## src/rtl/jtkicker_mainio_pkg.sv

```systemverilog
// Shared definitions for the Kicker-family main-board I/O block: output latch
// bit map and the cabinet joystick byte packing.
package jtkicker_mainio_pkg;

    localparam int FLIP_BIT  = 0;
    localparam int SND_BIT   = 1;
    localparam int COIN0_BIT = 3;
    localparam int COIN1_BIT = 4;
    localparam int NMIEN_BIT = 6;
    localparam int IRQEN_BIT = 7;

    // Cabinet wiring swaps up/down and left/right relative to the port order
    function automatic logic [7:0] joy_byte(input logic [6:0] joy);
        return {1'b1, joy[6:4], joy[2], joy[3], joy[0], joy[1]};
    endfunction

    function automatic int cnt_width(input int n);
        return (n < 2) ? 1 : $clog2(n);
    endfunction

endpackage

```

## src/rtl/jtkicker_ls259.sv

```systemverilog
// 8-bit addressable latch (74LS259 equivalent) with synchronous clear and
// clock enable.
module jtkicker_ls259 (
    input  logic       clk,
    input  logic       rst,
    input  logic       cen,
    input  logic       we,
    input  logic [2:0] addr,
    input  logic       din,
    output logic [7:0] q
);

    always_ff @(posedge clk) begin
        if (rst) begin
            q <= '0;
        end else if (cen && we) begin
            q[addr] <= din;
        end
    end

endmodule

```

## src/rtl/jtkicker_mainio.sv

```systemverilog
// Main-board I/O and interrupt controller: cabinet read mux, output latch,
// VBLANK IRQ, frame-divided NMI, frame watchdog and sound IRQ.
module jtkicker_mainio
    import jtkicker_mainio_pkg::*;
#(
    parameter int NMI_DIV      = 0,
    parameter int WDOG_FRAMES  = 0,
    parameter int SNDIRQ_PULSE = 0,
    parameter int JOYW         = 7
) (
    input  logic            clk,
    input  logic            rst,
    input  logic            cpu_cen,
    input  logic [2:0]      addr,
    input  logic            rnw,
    input  logic [7:0]      cpu_dout,
    input  logic            iow_cs,
    input  logic            ior_cs,
    input  logic            in5_cs,
    input  logic            intst_cs,
    input  logic            wdog_cs,
    input  logic            LVBL,
    input  logic            dip_pause,
    input  logic [1:0]      start_button,
    input  logic [1:0]      coin_input,
    input  logic            service,
    input  logic [JOYW-1:0] joystick1,
    input  logic [JOYW-1:0] joystick2,
    input  logic [7:0]      dipsw_a,
    input  logic [7:0]      dipsw_b,
    input  logic [2:0]      dipsw_c,
    output logic [7:0]      cab_dout,
    output logic            irq_n,
    output logic            nmi_n,
    output logic            flip,
    output logic            snd_irq,
    output logic            obj_frame,
    output logic [1:0]      coin_cnt,
    output logic            wdog_rst
);

    logic [7:0] latch;
    logic [6:0] joy1_full, joy2_full;
    logic       lvbl_l, vb_edge;
    logic       irq_pend;
    logic       intst_l;
    logic       unused_bits;

    jtkicker_ls259 u_latch (
        .clk  (clk),
        .rst  (rst),
        .cen  (cpu_cen),
        .we   (iow_cs & ~rnw),
        .addr (addr),
        .din  (cpu_dout[0]),
        .q    (latch)
    );

    assign flip     = latch[FLIP_BIT];
    assign coin_cnt = {latch[COIN1_BIT], latch[COIN0_BIT]};
    assign unused_bits = &{1'b0, cpu_dout[7:1], latch[2], latch[5], latch[NMIEN_BIT], wdog_cs};

    // Narrow joystick ports leave the upper cabinet bits reading as released
    always_comb begin
        joy1_full = '1;
        joy2_full = '1;
        joy1_full[JOYW-1:0] = joystick1;
        joy2_full[JOYW-1:0] = joystick2;
    end

    always_ff @(posedge clk) begin
        if (rst) begin
            cab_dout <= 8'hFF;
        end else if (ior_cs) begin
            case (addr[1:0])
                2'd0:    cab_dout <= {dipsw_c, start_button, service, coin_input};
                2'd1:    cab_dout <= joy_byte(joy1_full);
                2'd2:    cab_dout <= joy_byte(joy2_full);
                default: cab_dout <= dipsw_a;
            endcase
        end else if (in5_cs) begin
            cab_dout <= dipsw_b;
        end else begin
            cab_dout <= 8'hFF;
        end
    end

    always_ff @(posedge clk) begin
        if (rst) lvbl_l <= 1'b1;
        else     lvbl_l <= LVBL;
    end

    assign vb_edge = lvbl_l & ~LVBL;

    // A cleared enable wins over a simultaneous VBLANK
    always_ff @(posedge clk) begin
        if (rst || !latch[IRQEN_BIT]) irq_pend <= 1'b0;
        else if (vb_edge && dip_pause) irq_pend <= 1'b1;
    end

    assign irq_n = ~irq_pend;

    generate
        if (NMI_DIV > 0) begin : g_nmi
            localparam int NW = cnt_width(NMI_DIV);
            logic [NW-1:0] frame_cnt;
            logic          nmi_pend;
            logic          wrap;

            assign wrap  = vb_edge && (frame_cnt == NW'(NMI_DIV - 1));
            assign nmi_n = ~nmi_pend;

            // The frame counter runs even while NMI is masked
            always_ff @(posedge clk) begin
                if (rst) begin
                    frame_cnt <= '0;
                    nmi_pend  <= 1'b0;
                end else begin
                    if (vb_edge) frame_cnt <= wrap ? '0 : frame_cnt + 1'b1;
                    if (!latch[NMIEN_BIT])    nmi_pend <= 1'b0;
                    else if (wrap && dip_pause) nmi_pend <= 1'b1;
                end
            end
        end else begin : g_no_nmi
            assign nmi_n = 1'b1;
        end
    endgenerate

    generate
        if (WDOG_FRAMES > 0) begin : g_wdog
            localparam int WW = cnt_width(WDOG_FRAMES);
            logic [WW-1:0] wdog_cnt;

            // A CPU kick in the same clock as the timeout suppresses the pulse
            always_ff @(posedge clk) begin
                if (rst) begin
                    wdog_cnt <= '0;
                    wdog_rst <= 1'b0;
                end else begin
                    wdog_rst <= 1'b0;
                    if (cpu_cen && wdog_cs) begin
                        wdog_cnt <= '0;
                    end else if (vb_edge) begin
                        if (wdog_cnt == WW'(WDOG_FRAMES - 1)) begin
                            wdog_cnt <= '0;
                            wdog_rst <= 1'b1;
                        end else begin
                            wdog_cnt <= wdog_cnt + 1'b1;
                        end
                    end
                end
            end
        end else begin : g_no_wdog
            assign wdog_rst = 1'b0;
        end
    endgenerate

    generate
        if (SNDIRQ_PULSE != 0) begin : g_snd_pulse
            logic snd_l, snd_pulse;

            always_ff @(posedge clk) begin
                if (rst) begin
                    snd_l     <= 1'b0;
                    snd_pulse <= 1'b0;
                end else if (cpu_cen) begin
                    snd_l     <= latch[SND_BIT];
                    snd_pulse <= latch[SND_BIT] & ~snd_l;
                end
            end

            assign snd_irq = snd_pulse;
        end else begin : g_snd_level
            assign snd_irq = latch[SND_BIT];
        end
    endgenerate

    always_ff @(posedge clk) begin
        if (rst) begin
            intst_l   <= 1'b0;
            obj_frame <= 1'b0;
        end else if (cpu_cen) begin
            intst_l <= intst_cs;
            if (intst_cs && !intst_l) obj_frame <= ~obj_frame;
        end
    end

endmodule

```

## config.mk

```make
export PLATFORM = sky130hd
export DESIGN_NAME = jtkicker_mainio
export DESIGN_NICKNAME = d
export VERILOG_FILES = /design/src/rtl/jtkicker_mainio_pkg.sv /design/src/rtl/jtkicker_ls259.sv /design/src/rtl/jtkicker_mainio.sv
export SDC_FILE = /design/constraint.sdc
export NUM_CORES = 1
export LEC_CHECK = 0
export ABC_CLOCK_PERIOD_IN_PS = 1900
export CAP_MARGIN = 20
export CORE_MARGIN = 5
export CORE_UTILIZATION = 34
export CTS_BUF_LIST = sky130_fd_sc_hd__clkbuf_4 sky130_fd_sc_hd__clkbuf_8
export CTS_CLUSTER_SIZE = 10
export DETAILED_ROUTE_END_ITERATION = 12
export PLACE_DENSITY = 0.82
export SKIP_CTS_REPAIR_TIMING = 1
export SYNTH_ARGS = -nofsm -noshare
export SYNTH_HDL_FRONTEND = slang
export SYNTH_SLANG_ARGS = --single-unit
```

## constraint.sdc

```tcl
create_clock -name clk -period 1.9 [get_ports clk]
set_input_delay 0.38 -clock clk [delete_from_list [all_inputs] [get_ports clk]]
set_output_delay 0.38 -clock clk [all_outputs]
set_load 0.01 [all_outputs]
```

==> results.json <==
{
  "syn2layout_area_growth_pct": 71.34,
  "worst_pin_slew_ns": 0.5020,
  "wl_mm": 3.016,
  "r2r-end": "obj_frame",
  "slowest_delay_ns": 0.48,
  "internal_power_mw": 0.6192,
  "r2r_slack_ns": 1.01,
  "critPathArrivalTime_ns": 1.98,
  "avgSynthCellArea_sq_um": 8.770,
  "reg2regPathDepth": 2,
  "finalSetupViolCount": 0,
  "holdWs_ns": 0.4609,
  "cp-start-kind": "input port",
  "fillers": 263,
  "die_y_um": 63.75,
  "min_to": "irq_pend",
  "io_pins": 76,
  "finalHoldViolCount": 0,
  "port_buffers": 65,
  "grtUsageTotal_pct": 14.46,
  "vias_per_cell": 5.000,
  "drc": 0,
  "finalCritPeriodShare_pct": 94.31,
  "grt_pass1_vias": 1034,
  "synthTopCellsByArea": "dfxtp_1 35%, mux2i_1 13%, a211o_1 7.1%",
  "htreeDepth": 1,
  "power.density_nw_per_um2": 491.4,
  "critPathCaptureType": "flop",
  "synth_flop_cell": "dfxtp_1",
  "pwr-share-clk_pct": 23.0,
  "fin_ws_ns": 0.1081,
  "p_sw_share_pct": 25.12,
  "maxSlewViolCount": 0,
  "grt_overflow": 0,
  "yosys_register_bits": 17,
  "clk_latency_ns": 0.28,
  "fmaxAchievable_ghz": 0.5581,
  "clock_skew_ns": 0.0001745,
  "period_needed_ns": 1.792,
  "synth_cell_types": 23,
  "whs_path_depth": 2,
  "synth_area_sq_um": 982.2,
  "cap_violations": 0,
  "timing.rr.start": "intst_l",
  "ff_latch_area_sq_um": 340.3,
  "crit_path_max_fanout": 7,
  "cts_buffers": 3,
  "pwr-share-comb_pct": 31.0,
  "min_from": "irq_pend",
  "switching_power_mw": 0.2077,
  "leakagePower_nw": 0.7504,
  "fp.coreArea_sq_um": 2758,
  "nNetsFinal": 241,
  "routedWlPerCell_um": 14.57,
  "drt_iter0_markers": 54,
  "yosysTopAreaCell": "dfxtp_1",
  "grt_max_degree": 17,
  "ant_nets": 0,
  "hp-class": "flop to flop",
  "place_ws_ns": -0.2897,
  "die_x_um": 63.75,
  "diodes": 0,
  "syn-num-nets": 176,
  "cts-root-buf": "clkbuf_4",
  "rsz0062_at_grt": "no",
  "yosysWarningCount": 0,
  "die_area_sq_um": 4063,
  "maxSlewHeadroom_pct": 66.43,
  "gp_congestion": 0.7156,
  "async_flop_share_pct": 0,
  "clk_pin_slew_ns": 0.10,
  "dr_total_vias": 1035,
  "drive_gt1_share_pct": 7.386,
  "ir_worst_vdd_mv": 0.3457,
  "status": "finished, final reports clean",
  "synthTopCellsByCount": "18 x inv_1, 17 x dfxtp_1, 13 x mux2i_1",
  "cp_slowest_cell": "clkdlybuf4s50_1",
  "antenna_found_initial": 0,
  "first_pass_iters": 5,
  "worstSetupPathType": "input port to flop",
  "synthCells": 112,
  "p_seq_share_pct": 45.9,
  "dpl.hpwl_mm": 2.628,
  "cp.required_ns": 2.09,
  "netlist.area_leader.share_pct": 34.65,
  "start_util_pct": 35.62,
  "synth_edf_count": 0,
  "clock_sinks": 17,
  "rows": 19,
  "total_power_mw": 0.8270,
  "multiInputGateArea_sq_um": 518.0,
  "yosysSeqAreaShare_pct": 34.65,
  "yosysMostFrequentCell": "inv_1",
  "grt_pass1_wl_mm": 4.657,
  "cts_tree": "done",
  "path_cells": "clkdlybuf4s50_1 -> inv_1 -> ha_2 -> a222oi_1 -> mux2i_1 -> a211o_1",
  "cts.path.max_buffers": 2
}
## final cells by class
| class | count | area share [%] |
|---|---|---|
| inverter | 18 | 4.015 |
| clock inverter | 1 | 0.2974 |
| clock buffer | 3 | 1.338 |
| multi-input combinational | 67 | 30.78 |
| sequential | 17 | 20.22 |
| timing repair buffer | 70 | 41.04 |
| tap | 31 | 2.305 |
## metrics by stage
| stage | util (%) | TNS (ns) | area (sq um) | cells |
|---|---|---|---|---|
| after detailed placement | 59.66 | -2.034 | 1645 | 203 |
| after global placement | 59.66 | -1.691 | 1645 | 203 |
| final | 61.03 | 0 | 1683 | 207 |
| after floorplan | - | 0 | 982.2 | 112 |
| after global routing | 61.03 | 0 | 1683 | 207 |
| after CTS | 60.66 | 0 | 1673 | 207 |
## routing by layer
layer  track usage [%]  up-vias  wire (um)
met4             6.234        0         35
met2             26.90       38       1612
met1             15.83      478       1185
li1                  -      517          -
met5                 0        -          0
met3             2.627        2        183
## flip-flops by register name (all words and copies together), names as in the netlist
register,count
intst_l,1
obj_frame,1
lvbl_l,1
irq_pend,1
u_latch.q,5
cab_dout,8
## worst max-delay path: cells and delay by family
kind / cells / cell delay, ns
compound gates: 2 / 0.67
fa+ha+maj: 1 / 0.23
buf+inv: 2 / 0.55
mux: 1 / 0.15
## worst max path at each step
stage	from	end	slack (ns)	cells after the start
CTS	addr[1]	cab_dout[4]	0.02	6
detailed placement	addr[1]	cab_dout[4]	-0.29	6
global placement	addr[1]	cab_dout[4]	-0.26	6
finish	addr[0]	cab_dout[4]	0.11	6
global route	addr[0]	cab_dout[4]	0.01	6
floorplan	addr[0]	cab_dout[0]	0.39	6
## cells by family after synthesis
kind of cell | Yosys count | share of synthesized area, %
flops | 17 | 34.65
other cells | 2 | 0.7646
fa+ha+maj | 4 | 5.096
buf+inv | 28 | 13.38
compound gates | 28 | 20.89
simple gates | 20 | 11.98
mux | 13 | 13.25
## power by group through the flow
stage	clock network (mW)	logic (mW)	registers, mW
2_1_floorplan	0	0.0895	0.395
3_3_place_gp	0	0.250	0.387
3_5_place_dp	0	0.257	0.388
4_1_cts	0.200	0.258	0.380
5_1_grt	0.218	0.278	0.381
6_report	0.191	0.257	0.380
## cell usage in the layout (no fill, tap or decap)
cell type        instances
buf_4                    5
nor4bb_1                 1
a222oi_1                 7
and4b_1                  1
nand2_1                  4
a21oi_1                 11
ha_1                     1
clkbuf_4                 3
clkdlybuf4s50_1         64
clkinv_2                 1
nor2_1                   2
mux2i_1                 13
ha_2                     3
dfxtp_1                 17
nand3_1                  2
or3_1                    1
nand3b_1                 2
nand2b_1                 6
inv_1                   18
or2_2                    1
dlymetal6s2s_1           1
o21ai_0                  2
a211o_1                  8
conb_1                   2
No activity file was read; power rests on OpenSTA's default activity.
